==> src/rtl/alu_rr_arbiter.sv <==
// Round-robin arbiter sharing one combinational ALU between two requesters.
// Optional rsp_zero output enabled by defining ALU_RR_ZERO_FLAG_EN.
module alu_rr_arbiter #(
  parameter int WIDTH = 16
) (
  input  logic             clk,
  input  logic             rst_n,
  input  logic [1:0]       req_valid,
  output logic [1:0]       req_ready,
  input  logic [WIDTH-1:0] req0_a,
  input  logic [WIDTH-1:0] req0_b,
  input  logic [1:0]       req0_op,
  input  logic [WIDTH-1:0] req1_a,
  input  logic [WIDTH-1:0] req1_b,
  input  logic [1:0]       req1_op,
  output logic [WIDTH-1:0] alu_a,
  output logic [WIDTH-1:0] alu_b,
  output logic [1:0]       alu_sel,
  input  logic [WIDTH-1:0] alu_result,
  output logic [1:0]       rsp_valid,
  input  logic [1:0]       rsp_ready,
  output logic [WIDTH-1:0] rsp_data,
  output logic             busy
`ifdef ALU_RR_ZERO_FLAG_EN
  ,
  output logic             rsp_zero
`endif
);

  typedef struct packed {
    logic [WIDTH-1:0] a;
    logic [WIDTH-1:0] b;
    logic [1:0]       op;
  } req_t;

  typedef enum logic [1:0] {IDLE, EXEC, RESP} state_t;

  state_t      state, state_nxt;
  req_t  [1:0] req;
  logic  [1:0] grant;
  logic        gsel;
  logic        ptr;
  logic        owner;

  assign req[0] = {req0_a, req0_b, req0_op};
  assign req[1] = {req1_a, req1_b, req1_op};

  // Grant is only ever raised in IDLE; the pointer breaks ties only.
  always_comb begin
    state_nxt = state;
    grant     = 2'b00;
    case (state)
      IDLE: begin
        case (req_valid)
          2'b01:   grant = 2'b01;
          2'b10:   grant = 2'b10;
          2'b11:   grant = ptr ? 2'b10 : 2'b01;
          default: grant = 2'b00;
        endcase
        if (|grant) state_nxt = EXEC;
      end
      EXEC:    state_nxt = RESP;
      RESP:    if (rsp_ready[owner]) state_nxt = IDLE;
      default: state_nxt = IDLE;
    endcase
  end

  assign gsel      = grant[1];
  assign req_ready = grant;
  assign busy      = (state != IDLE);
  assign rsp_valid = (state == RESP) ? (owner ? 2'b10 : 2'b01) : 2'b00;

  always_ff @(posedge clk or negedge rst_n) begin
    if (!rst_n) state <= IDLE;
    else        state <= state_nxt;
  end

  always_ff @(posedge clk or negedge rst_n) begin
    if (!rst_n) begin
      alu_a    <= '0;
      alu_b    <= '0;
      alu_sel  <= 2'b00;
      rsp_data <= '0;
      owner    <= 1'b0;
      ptr      <= 1'b0;
    end else begin
      // Operands are held after the operation so the ALU inputs stay quiet in IDLE.
      if (state == IDLE && |grant) begin
        alu_a   <= req[gsel].a;
        alu_b   <= req[gsel].b;
        alu_sel <= req[gsel].op;
        owner   <= gsel;
      end
      if (state == EXEC) rsp_data <= alu_result;
      if (state == RESP && rsp_ready[owner]) ptr <= ~owner;
    end
  end

`ifdef ALU_RR_ZERO_FLAG_EN
  always_ff @(posedge clk or negedge rst_n) begin
    if (!rst_n)             rsp_zero <= 1'b0;
    else if (state == EXEC) rsp_zero <= (alu_result == '0);
  end
`endif

endmodule

==> config.mk <==
export PLATFORM = sky130hd
export DESIGN_NAME = alu_rr_arbiter
export DESIGN_NICKNAME = d
export VERILOG_FILES = /design/src/rtl/alu_rr_arbiter.sv
export SDC_FILE = /design/constraint.sdc
export NUM_CORES = 1
export LEC_CHECK = 0
export ABC_AREA = 1
export BUFFER_PORTS_ARGS = -buffer_cell sky130_fd_sc_hd__buf_2
export CORE_MARGIN = 8
export CORE_UTILIZATION = 40
export CTS_CLUSTER_SIZE = 40
export DETAILED_ROUTE_END_ITERATION = 10
export GPL_TIMING_DRIVEN = 0
export PLACE_DENSITY_LB_ADDON = 0.05
export SLEW_MARGIN = 40
export SYNTH_ARGS = -nofsm -noshare
export SYNTH_HDL_FRONTEND = slang
export SYNTH_SLANG_ARGS = --single-unit
==> constraint.sdc <==
create_clock -name clk -period 1.35 [get_ports clk]
set_input_delay 0.0675 -clock clk [delete_from_list [all_inputs] [get_ports clk]]
set_output_delay 0.0675 -clock clk [all_outputs]
set_load 0.05 [all_outputs]
==> out/results.md <==
| Step | Parameter | This run |
| --- | --- | --- |
| run status | Run status | finished, violations left |
| run status | Violated checks | negative setup slack |
| clocking | Clock sink count | 54 |
| critical path | Worst reg-to-reg path cell count | 7 |
| logic synthesis | Synth Instances | 289 |
| hold path | HP Class | primary input to flip-flop |
| sta | Final clock skew | 0.00645 ns |
| drt | Wire length per cell after detailed routing | 15.5 microns |
| floorplan | Number of standard-cell rows in the floorplan | 29 |
| sta | Count of endpoints failing setup in the final report | 5 |
| final layout | Number of cells in the finished layout apart from fillers | 545 |
| logic synthesis | Post-synthesis net count | 379 |
| logic synthesis | Proportion of synthesized chip area in sequential cells | 0.533 |
| clocking | Clock slew at reported path FFs | 0.10 ns |
| sta | Max-slew violation count | 0 |
| sta | Worst setup slack after layout | -0.123 ns |
| power | Power density normalized to cell area | 2800 mW/mm^2 |
| sta | Final Hold Viols | 0 |
| place | Post-Place Cells | 509 |
| critical path | Worst endpoint data arrival time | 1.41 ns |
| final layout | Most common cell after layout, fill and taps aside | buf_2 |
| place | Total half-perimeter wirelength after legalization and detailed placement | 5.96 mm |
| job | Maxcap violations | 0 |
| final layout | N_diodes | 0 |
| hold path | Hold worst-path end | alu_b[11] |
| global routing | Wire length of the first global-routing pass | 13.4 mm |
| critical path | RR Endpoint | alu_a[14] |
| logic synthesis | Post-synthesis register bit count | 54 |
| sta | Unrepaired setup endpoints after global routing | yes |
| critical path | Minimum setup slack among reg-to-reg paths | 0.04 ns |
| clocking | Clock tree root buffer cell | clkbuf_8 |
| final layout | Number of nets in the layout | 558 |
| final layout | Share of cells above drive strength 1 | 0.402 |
| critical path | Crit Path Class | flip-flop to primary output |
| logic synthesis | Distinct cell type count after synthesis | 18 |
| sta | Sum of negative setup slack | -0.383 ns |
| sta | Final critical path time including I/O delays and setup | 1.47 ns |
| global routing | Largest net degree at the start of global routing | 55 |
| clocking | Worst-skew pair later-pin latency | 0.30 ns |
| final layout | Top library cells by usage in the layout, fill and taps aside | buf_2 (142), nand3_1 (84), nand2_1 (73) |
| logic synthesis | Leading register cell type out of synthesis | dfrtp_1 |
| floorplan | Die Ht | 95.6 microns |
| floorplan | Count of boundary I/O pins | 145 |
| logic synthesis | Synthesis Warnings | 0 |
| drt | Vias per Instance | 5.04 |
| logic synthesis | Average size of a mapped cell | 8.78 sq um |
| critical path | Reg2reg start | state[0] |
| clocking | Number of H-tree levels | 2 |
| power | Max IR drop VDD | 1.59 mV |
| logic synthesis | Fraction of registers with async set or reset after synthesis | 1.00 |
| place | Final weighted congestion of routability-driven global placement | 0.755 |
| logic synthesis | Count of flip-flops with a built-in enable after synthesis | 0 |
| sta | FMAX | 679 MHz |
| sta | Transition at the pin with the smallest max-transition slack | 0.696 ns |
| logic synthesis | Combined area of all synthesized cells | 0.00254 sq mm |
| clocking | Buffer depth of the longest clock path | 2 |
| drt | Vias after detailed routing | 2746 |
| global routing | Total track usage | 0.183 |
| place | Number of port buffers | 143 |
| floorplan | Core outline area | 0.00624 sq mm |
| global routing | Global route total overflow | 0 |
| critical path | Critical path launch point type | flip-flop |
| global routing | Number of global-route vias before repair | 2827 |
| floorplan | Effective utilization at floorplan | 0.407 |
| clocking | Total CTS buffers | 5 |
| sta | Final Cycle Share | 1.09 |
| drt | Final wirelength | 8.43 mm |
| floorplan | Floorplan die width | 95.6 microns |
| sta | Worst max-slew margin expressed relative to the limit | 0.536 |
| hold path | Worst Hold Depth | 3 |
| power | Static leakage | 2.02 nW |
| final layout | Area grow syn2layout | 49.4% |
| clocking | Clock tree from TritonCTS | yes |
| drt | Residual antenna-violating net count after detailed routing | 0 |
| drt | Drc violations | 0 |
| critical path | Critical path data required time | 1.28 ns |
| critical path | Endpoint type of the worst setup path | primary output |
| floorplan | Die Footprint | 0.00915 sq mm |
| critical path | Largest driver fanout on the critical path | 4 |
| drt | Length of the first detailed-routing pass in iterations | 4 |
| drt | Detailed router's first-iteration violation count | 84 |
| global routing | Antenna violations before repair | 0 |
| hold path | Startpoint of the most critical hold path | req0_b[11] |
==> routing by layer <==
layer	GRT usage	vias up	wire, microns
li1	-	1355	-
met1	0.233	1276	3540
met2	0.293	108	4040
met3	0.0575	7	780
met4	0.0512	0	74
met5	0	-	0
==> cells by family (layout without fill, tap and decap cells) <==
family          Yosys count  in the layout  synth area share
compound gates            5              5            0.0187
flops                    54             54             0.533
simple gates            199            199             0.377
buf+inv                  31            210            0.0720
==> power breakdown <==
| part | internal, mW | switching [mW] | leakage [nW] |
|---|---|---|---|
| clock network | 0.357 | 0.508 | 0.0373 |
| logic | 1.94 | 4.99 | 1.32 |
| registers | 2.41 | 0.411 | 0.666 |
==> state kept, by name, indices dropped and copies added (netlist names) <==
name / count
ptr: 1
alu_b: 16
rsp_data: 16
state: 2
owner: 1
alu_a: 16
alu_sel: 2
==> critical path, cell delays in order (launching register included) <==
cell and delay (ns):
dfrtp_1 0.38, buf_6 0.13, nor2_8 0.12, o21ai_4 0.09, buf_6 0.13, nor2_4 0.10
buf_8 0.15
==> stage by stage <==
stage | hold WS [ns] | power, mW | utilization | instance area, sq um | worst slack (ns)
after floorplan | -0.228 | 7.78 | - | 2550 | -0.0921
after global placement | 0.301 | 9.35 | 0.539 | 3370 | -0.0651
after detailed placement | 0.161 | 9.40 | 0.540 | 3370 | -0.0789
after CTS | 0.00186 | 10.7 | 0.603 | 3770 | -0.166
after global routing | 0.0122 | 11.3 | 0.607 | 3790 | -0.191
final | 0.00418 | 10.6 | 0.607 | 3790 | -0.123
==> what timing repair did <==
item | in CTS | in global routing
endpoints found under the setup margin | 5 | 38
pin swaps | 3 | 1
hold buffers | 22 | 0
buffers inserted | 7 | 0
hold endpoints to repair | 75 | 0
resized for setup | 15 | 11
==> worst max path at each step <==
| stage | startpoint | endpoint | slack (ns) | depth (start not counted) |
|---|---|---|---|---|
| final | state[0] | req_ready[0] | -0.12 | 6 |
| after global routing | state[0] | req_ready[0] | -0.19 | 7 |
| after CTS | state[0] | req_ready[0] | -0.17 | 7 |
| after detailed placement | state[0] | req_ready[0] | -0.08 | 6 |
| after global placement | state[0] | req_ready[0] | -0.07 | 6 |
| after floorplan | state[1] | rsp_valid[0] | -0.09 | 4 |
==> synth_stat cells (3+ instances only) <==
library cell  instances  area share
nand3_1              84        0.17
nand2_1              74        0.11
dfrtp_1              54        0.53
nand4_1              34       0.084
buf_2                11       0.022
buf_6                 6       0.027
nor2_1                5      0.0074
inv_1                 4      0.0059
clkbuf_1              3      0.0044
inv_2                 3      0.0044
==> cell type report <==
type                       instances  area (sq um)
sequential                        54          1350
buffer                            24           181
timing repair buffer             172          1020
clock buffer                       6          72.6
tap                               77          96.3
inverter                           7          31.3
fill                             584          2450
multi-input combinational        204          1030
clock inverter                     1          7.51
No activity file was read; power rests on OpenSTA's default activity.
